### config.mk
export PLATFORM = sky130hd
export DESIGN_NAME = dmem_arbiter
export DESIGN_NICKNAME = d
export VERILOG_FILES = /design/src/rtl/dmem_arbiter.sv
export SDC_FILE = /design/constraint.sdc
export NUM_CORES = 1
export LEC_CHECK = 0
export CAP_MARGIN = 20
export CORE_ASPECT_RATIO = 1.1
export CORE_MARGIN = 1
export CORE_UTILIZATION = 34
export CTS_CLUSTER_DIAMETER = 200
export DETAILED_ROUTE_END_ITERATION = 10
export MAX_ROUTING_LAYER = met4
export PLACE_DENSITY = 0.76
export SYNTH_ARGS = -nofsm -noshare
export SYNTH_HDL_FRONTEND = slang
export SYNTH_SLANG_ARGS = --single-unit
### constraint.sdc
create_clock -name clk -period 1.6 [get_ports clk]
set_input_delay 0.32 -clock clk [delete_from_list [all_inputs] [get_ports clk]]
set_output_delay 0.32 -clock clk [all_outputs]
set_load 0.05 [all_outputs]
### src/rtl/dmem_arbiter.sv
// Two-requester (core / host) data-memory arbiter: a three-state access FSM
// with round-robin arbitration, host exclusive lock and fully registered outputs.
module dmem_arbiter #(
    parameter int DATA_W = 16,
    parameter int ADDR_W = 16
) (
    input  logic              clk,
    input  logic              reset,
    input  logic              core_req,
    input  logic              core_we,
    input  logic [ADDR_W-1:0] core_addr,
    input  logic [DATA_W-1:0] core_wdata,
    input  logic              host_req,
    input  logic              host_we,
    input  logic [ADDR_W-1:0] host_addr,
    input  logic [DATA_W-1:0] host_wdata,
    input  logic              host_lock,
    output logic              core_ack,
    output logic              host_ack,
    output logic [DATA_W-1:0] rdata,
    output logic              busy,
    output logic [ADDR_W-1:0] mem_addr,
    output logic [DATA_W-1:0] mem_wdata,
    output logic              mem_read,
    output logic              mem_write,
    input  logic [DATA_W-1:0] mem_rdata
);

    typedef enum logic [1:0] {IDLE, ACCESS, RESP} state_t;
    typedef enum logic {OWNER_CORE, OWNER_HOST} owner_t;

    state_t state;
    owner_t owner;
    owner_t last_owner;
    logic   acc_we;

    logic core_elig;
    logic host_elig;
    logic grant_core;
    logic grant_host;

    // A requester that is being acked this cycle still holds its request, so
    // it is masked to avoid re-granting a request that has just completed.
    always_comb begin
        core_elig  = core_req & ~host_lock & ~core_ack;
        host_elig  = host_req & ~host_ack;
        grant_core = core_elig & (~host_elig | (last_owner == OWNER_HOST));
        grant_host = host_elig & ~grant_core;
    end

    // NOTE: all state is updated with non-blocking assignments so every
    // register samples the pre-edge values, regardless of statement order.
    always_ff @(posedge clk) begin
        if (reset) begin
            state      <= IDLE;
            owner      <= OWNER_HOST;
            last_owner <= OWNER_HOST;
            acc_we     <= 1'b0;
            core_ack   <= 1'b0;
            host_ack   <= 1'b0;
            rdata      <= '0;
            busy       <= 1'b0;
            mem_addr   <= '0;
            mem_wdata  <= '0;
            mem_read   <= 1'b0;
            mem_write  <= 1'b0;
        end else begin
            // Pulses default low; each is raised for a single cycle below.
            core_ack  <= 1'b0;
            host_ack  <= 1'b0;
            mem_read  <= 1'b0;
            mem_write <= 1'b0;
            case (state)
                IDLE: begin
                    if (grant_core || grant_host) begin
                        owner      <= grant_core ? OWNER_CORE : OWNER_HOST;
                        last_owner <= grant_core ? OWNER_CORE : OWNER_HOST;
                        acc_we     <= grant_core ? core_we : host_we;
                        mem_addr   <= grant_core ? core_addr : host_addr;
                        mem_wdata  <= grant_core ? core_wdata : host_wdata;
                        mem_read   <= grant_core ? ~core_we : ~host_we;
                        mem_write  <= grant_core ? core_we : host_we;
                        busy       <= 1'b1;
                        state      <= ACCESS;
                    end
                end
                ACCESS: begin
                    state <= RESP;
                end
                RESP: begin
                    if (!acc_we) begin
                        rdata <= mem_rdata;
                    end
                    core_ack <= (owner == OWNER_CORE);
                    host_ack <= (owner == OWNER_HOST);
                    busy     <= 1'b0;
                    state    <= IDLE;
                end
                default: begin
                    busy  <= 1'b0;
                    state <= IDLE;
                end
            endcase
        end
    end

endmodule
==> flow_metrics.py, run 1 <==
metrics = {
    "sta": {
        "min_period_ns": 1.63,
        "setup_violations": 10,
        "worst_slew_pin_slew_ns": 0.416,
        "period_share": 1.02,
        "hold_ws_ns": 0.430,
        "fin_ws_ns": -0.0303,
        "max_freq_mhz": 613,
        "fin_setup_tns_ns": -0.128,
        "max_slew_margin": 0.722,
        "fin_worst_skew_ns": 0.00951,
        "rsz0062_at_grt": "true",
        "slew_violations": 0,
        "final-hold-violation-count": 0,
    },
    "status": {
        "violations": "setup timing",
        "status": "finished with violations",
    },
    "yosys": {
        "yosysUniqueCellTypes": 26,
        "syn_nets": 368,
        "synth_area_um2": 2460,
        "syn_inst": 281,
        "ys_ff_latch": 57,
        "avgSynthCellArea_um2": 8.77,
        "synth_seq_area_share": 0.463,
        "yosysWarnings": 0,
    },
    "clocking": {
        "cts_made_buffers": 9,
        "cts_hold_buf": 0,
        "clock_path_buffers": 2,
        "cts_max_level": 3,
        "cts_sinks": 57,
        "insertion_delay_ns": 0.32,
        "cts_tree": "built",
        "clkTransAtPathRegs_ns": 0.07,
        "clock-root-buffer": "clkbuf_8",
    },
    "worst_setup_path": {
        "crit_end": "mem_wdata[11]",
        "crit_chain": "or3b_4, a211oi_4, buf_6, buf_12, nor2_1, a211oi_1",
        "max_stage_delay_ns": 0.39,
        "cp.depth": 6,
        "reg2reg_depth": 6,
        "path_class": "reg -> reg",
        "r2r-start": "core_ack",
        "critPathTopFamily": "compound AO/OA/AOI/OAI gates",
        "worstPathMaxFanout": 5,
        "cp_data_arrival_time_ns": 1.85,
        "worstPathBufferInverterCount": 2,
        "critPathSlowestCell": "or3b_4",
        "worstPathRequired_ns": 1.82,
        "worst_setup_path_start_kind": "register",
        "r2r_end": "mem_wdata[11]",
        "ff2ff_setup_slack_ns": -0.03,
        "end_kind": "register",
        "startpoint": "core_ack",
    },
    "place": {
        "dpl.hpwl_um": 5360,
        "port_buffers": 139,
        "gp_congestion": 0.791,
    },
    "pwr": {
        "power.leakage_nw": 1.77,
        "p_per_area_nw_per_um2": 987,
        "irDropWorstVdd_v": 0.000535,
    },
    "routing": {
        "drc": 0,
        "vias": 2562,
        "detail_route.iter0.violations": 71,
        "wl_um": 7740,
        "postRouteAntennaNets": 0,
        "viasPerCell": 4.93,
        "wl_per_cell_um": 14.9,
        "drtPass1Iterations": 5,
    },
    "finish": {
        "insertedDiodeCount": 0,
        "syn2layout_area_growth_pct": 79.8,
        "final_common_cell": "clkdlybuf4s50_1",
        "multi_input_area_um2": 1370,
        "fin_nets": 517,
        "final_util": 0.632,
        "regArea_um2": 1150,
        "n_fill_cell": 591,
        "final_cell_mix": "83 x clkdlybuf4s50_1, 65 x nand2_1, 59 x buf_4",
        "drive_above_1_share": 0.409,
    },
    "global_route": {
        "grt_use_total": 0.210,
        "grt_max_degree": 30,
        "grt_pass1_wl_um": 12500,
        "antenna_found_initial": 0,
        "grt_pass1_vias": 2743,
        "overflow": 0,
    },
    "die": {
        "initial_utilization": 0.352,
        "rows": 32,
        "die-area_um2": 7590,
        "die_x_um": 83.2,
        "coreArea_um2": 7010,
        "ios": 140,
        "die_h_um": 91.3,
    },
    "flow_run": {
        "maxCapViolCount": 0,
    },
    "min_path": {
        "hold_class": "in -> reg",
    },
}
[worst reg2reg max path: stages (launching register included)]
cell      delay [ns]
dfxtp_4         0.34
or3b_4          0.39
a211oi_4        0.26
buf_6           0.18
buf_12          0.12
nor2_1          0.04
a211oi_1        0.20
[routing by layer]
| metal | GRT usage | up-vias | share of wire |
|---|---|---|---|
| met2 | 0.365 | 97 | 0.50 |
| met3 | 0.0464 | 18 | 0.059 |
| met4 | 0.0963 | 0 | 0.025 |
| met1 | 0.228 | 1184 | 0.41 |
| met5 | - | - | 0 |
| li1 | - | 1263 | - |
[area by class of cell]
type,count,share of cell area
Timing Repair Buffer,163,0.369
Multi-Input combinational cell,199,0.309
Sequential cell,57,0.259
Clock buffer,13,0.0359
Clock inverter,3,0.00339
Tap cell,85,0.0240
[power breakdown]
| group | internal [mW] | switching (mW) | total (mW) |
|---|---|---|---|
| logic | 0.680 | 0.868 | 1.55 |
| clock network | 0.640 | 0.557 | 1.20 |
| registers | 1.54 | 0.0830 | 1.62 |
[cells in the mapped netlist]
library cell  count  share of area
nor4b_1           1         0.0036
buf_6             6          0.027
a211oi_1          4          0.012
a211o_2           1         0.0041
nand2b_1          3         0.0076
nor2_1           32          0.049
nand2_1          66           0.10
a211oi_2         28           0.14
a311oi_1          1         0.0036
or3b_2            1         0.0036
or3b_1            1         0.0036
clkbuf_1         14          0.021
nor3_1            1         0.0020
nor3b_1           2         0.0061
a21oi_2           2         0.0071
a21oi_1          46          0.093
nor3b_2           1         0.0051
and2_1            2         0.0051
nor4bb_1          1         0.0041
dfxtp_1          57           0.46
buf_2             5          0.010
o32ai_1           1         0.0036
nor2_2            2         0.0051
or3b_4            1         0.0046
a211oi_4          1         0.0081
mux2i_1           1         0.0041
[registers in the layout, indices dropped and copies added, names as in the netlist]
signal and cells:
acc_we 1, busy 1, core_ack 1, host_ack 1, last_owner 1, mem_addr 16, mem_read 1, mem_wdata 16
mem_write 1, rdata 16, state 2
[through the flow]
step | instance area (um^2) | setup slack [ns] | std cells | power [mW]
6_report | 4430 | -0.0303 | 520 | 4.37
5_1_grt | 4430 | -0.0896 | 520 | 4.57
4_1_cts | 4330 | -0.0828 | 518 | 4.38
3_5_place_dp | 3990 | -0.484 | 496 | 3.05
3_3_place_gp | 3990 | -0.452 | 496 | 3.03
2_1_floorplan | 2580 | -0.0818 | 281 | 2.52
[kinds of logic after synthesis]
logic type / Yosys count / synth area share
AO/OA/AOI/OAI: 84 / 0.274
multiplexers: 1 / 0.00406
flip-flops: 57 / 0.463
AND/OR/NAND/NOR: 114 / 0.200
buffers and inverters: 25 / 0.0589
[what timing repair did]
item                                    CTS  global route
resized for setup                        22            18
pin swaps                                24            11
setup buffers                             4             2
endpoints found under the setup margin   36            36
cloned                                    2             2
[how the worst min path moves through the flow]
stage | start | end | slack [ns] | cells after the start
2_1_floorplan | last_owner | core_ack | 0.42 | 1
3_3_place_gp | rdata[15] | rdata[15] | 0.44 | 2
3_5_place_dp | rdata[12] | rdata[12] | 0.45 | 2
4_1_cts | reset | rdata[15] | 0.42 | 2
5_1_grt | reset | rdata[2] | 0.43 | 2
6_report | reset | rdata[2] | 0.43 | 2
(Power assumes the default switching activity.)
==> inputs of run 2 (changes only) <==
--- a/config.mk
+++ b/config.mk
@@ -5,7 +5,6 @@
 export SDC_FILE = /design/constraint.sdc
 export NUM_CORES = 1
 export LEC_CHECK = 0
-export CAP_MARGIN = 20
 export CORE_ASPECT_RATIO = 1.1
 export CORE_MARGIN = 1
 export CORE_UTILIZATION = 34
==> results of run 2 <==
Same layout as run 1: the final DEF is identical, and so are final timing and power.
==> inputs of run 3 (changes only) <==
--- a/config.mk
+++ b/config.mk
@@ -5,6 +5,7 @@
 export SDC_FILE = /design/constraint.sdc
 export NUM_CORES = 1
 export LEC_CHECK = 0
+export ABC_CLOCK_PERIOD_IN_PS = 1600
 export CORE_ASPECT_RATIO = 1.1
 export CORE_MARGIN = 1
 export CORE_UTILIZATION = 34
==> results of run 3 <==
Same layout as run 1: the final DEF is identical, and so are final timing and power.
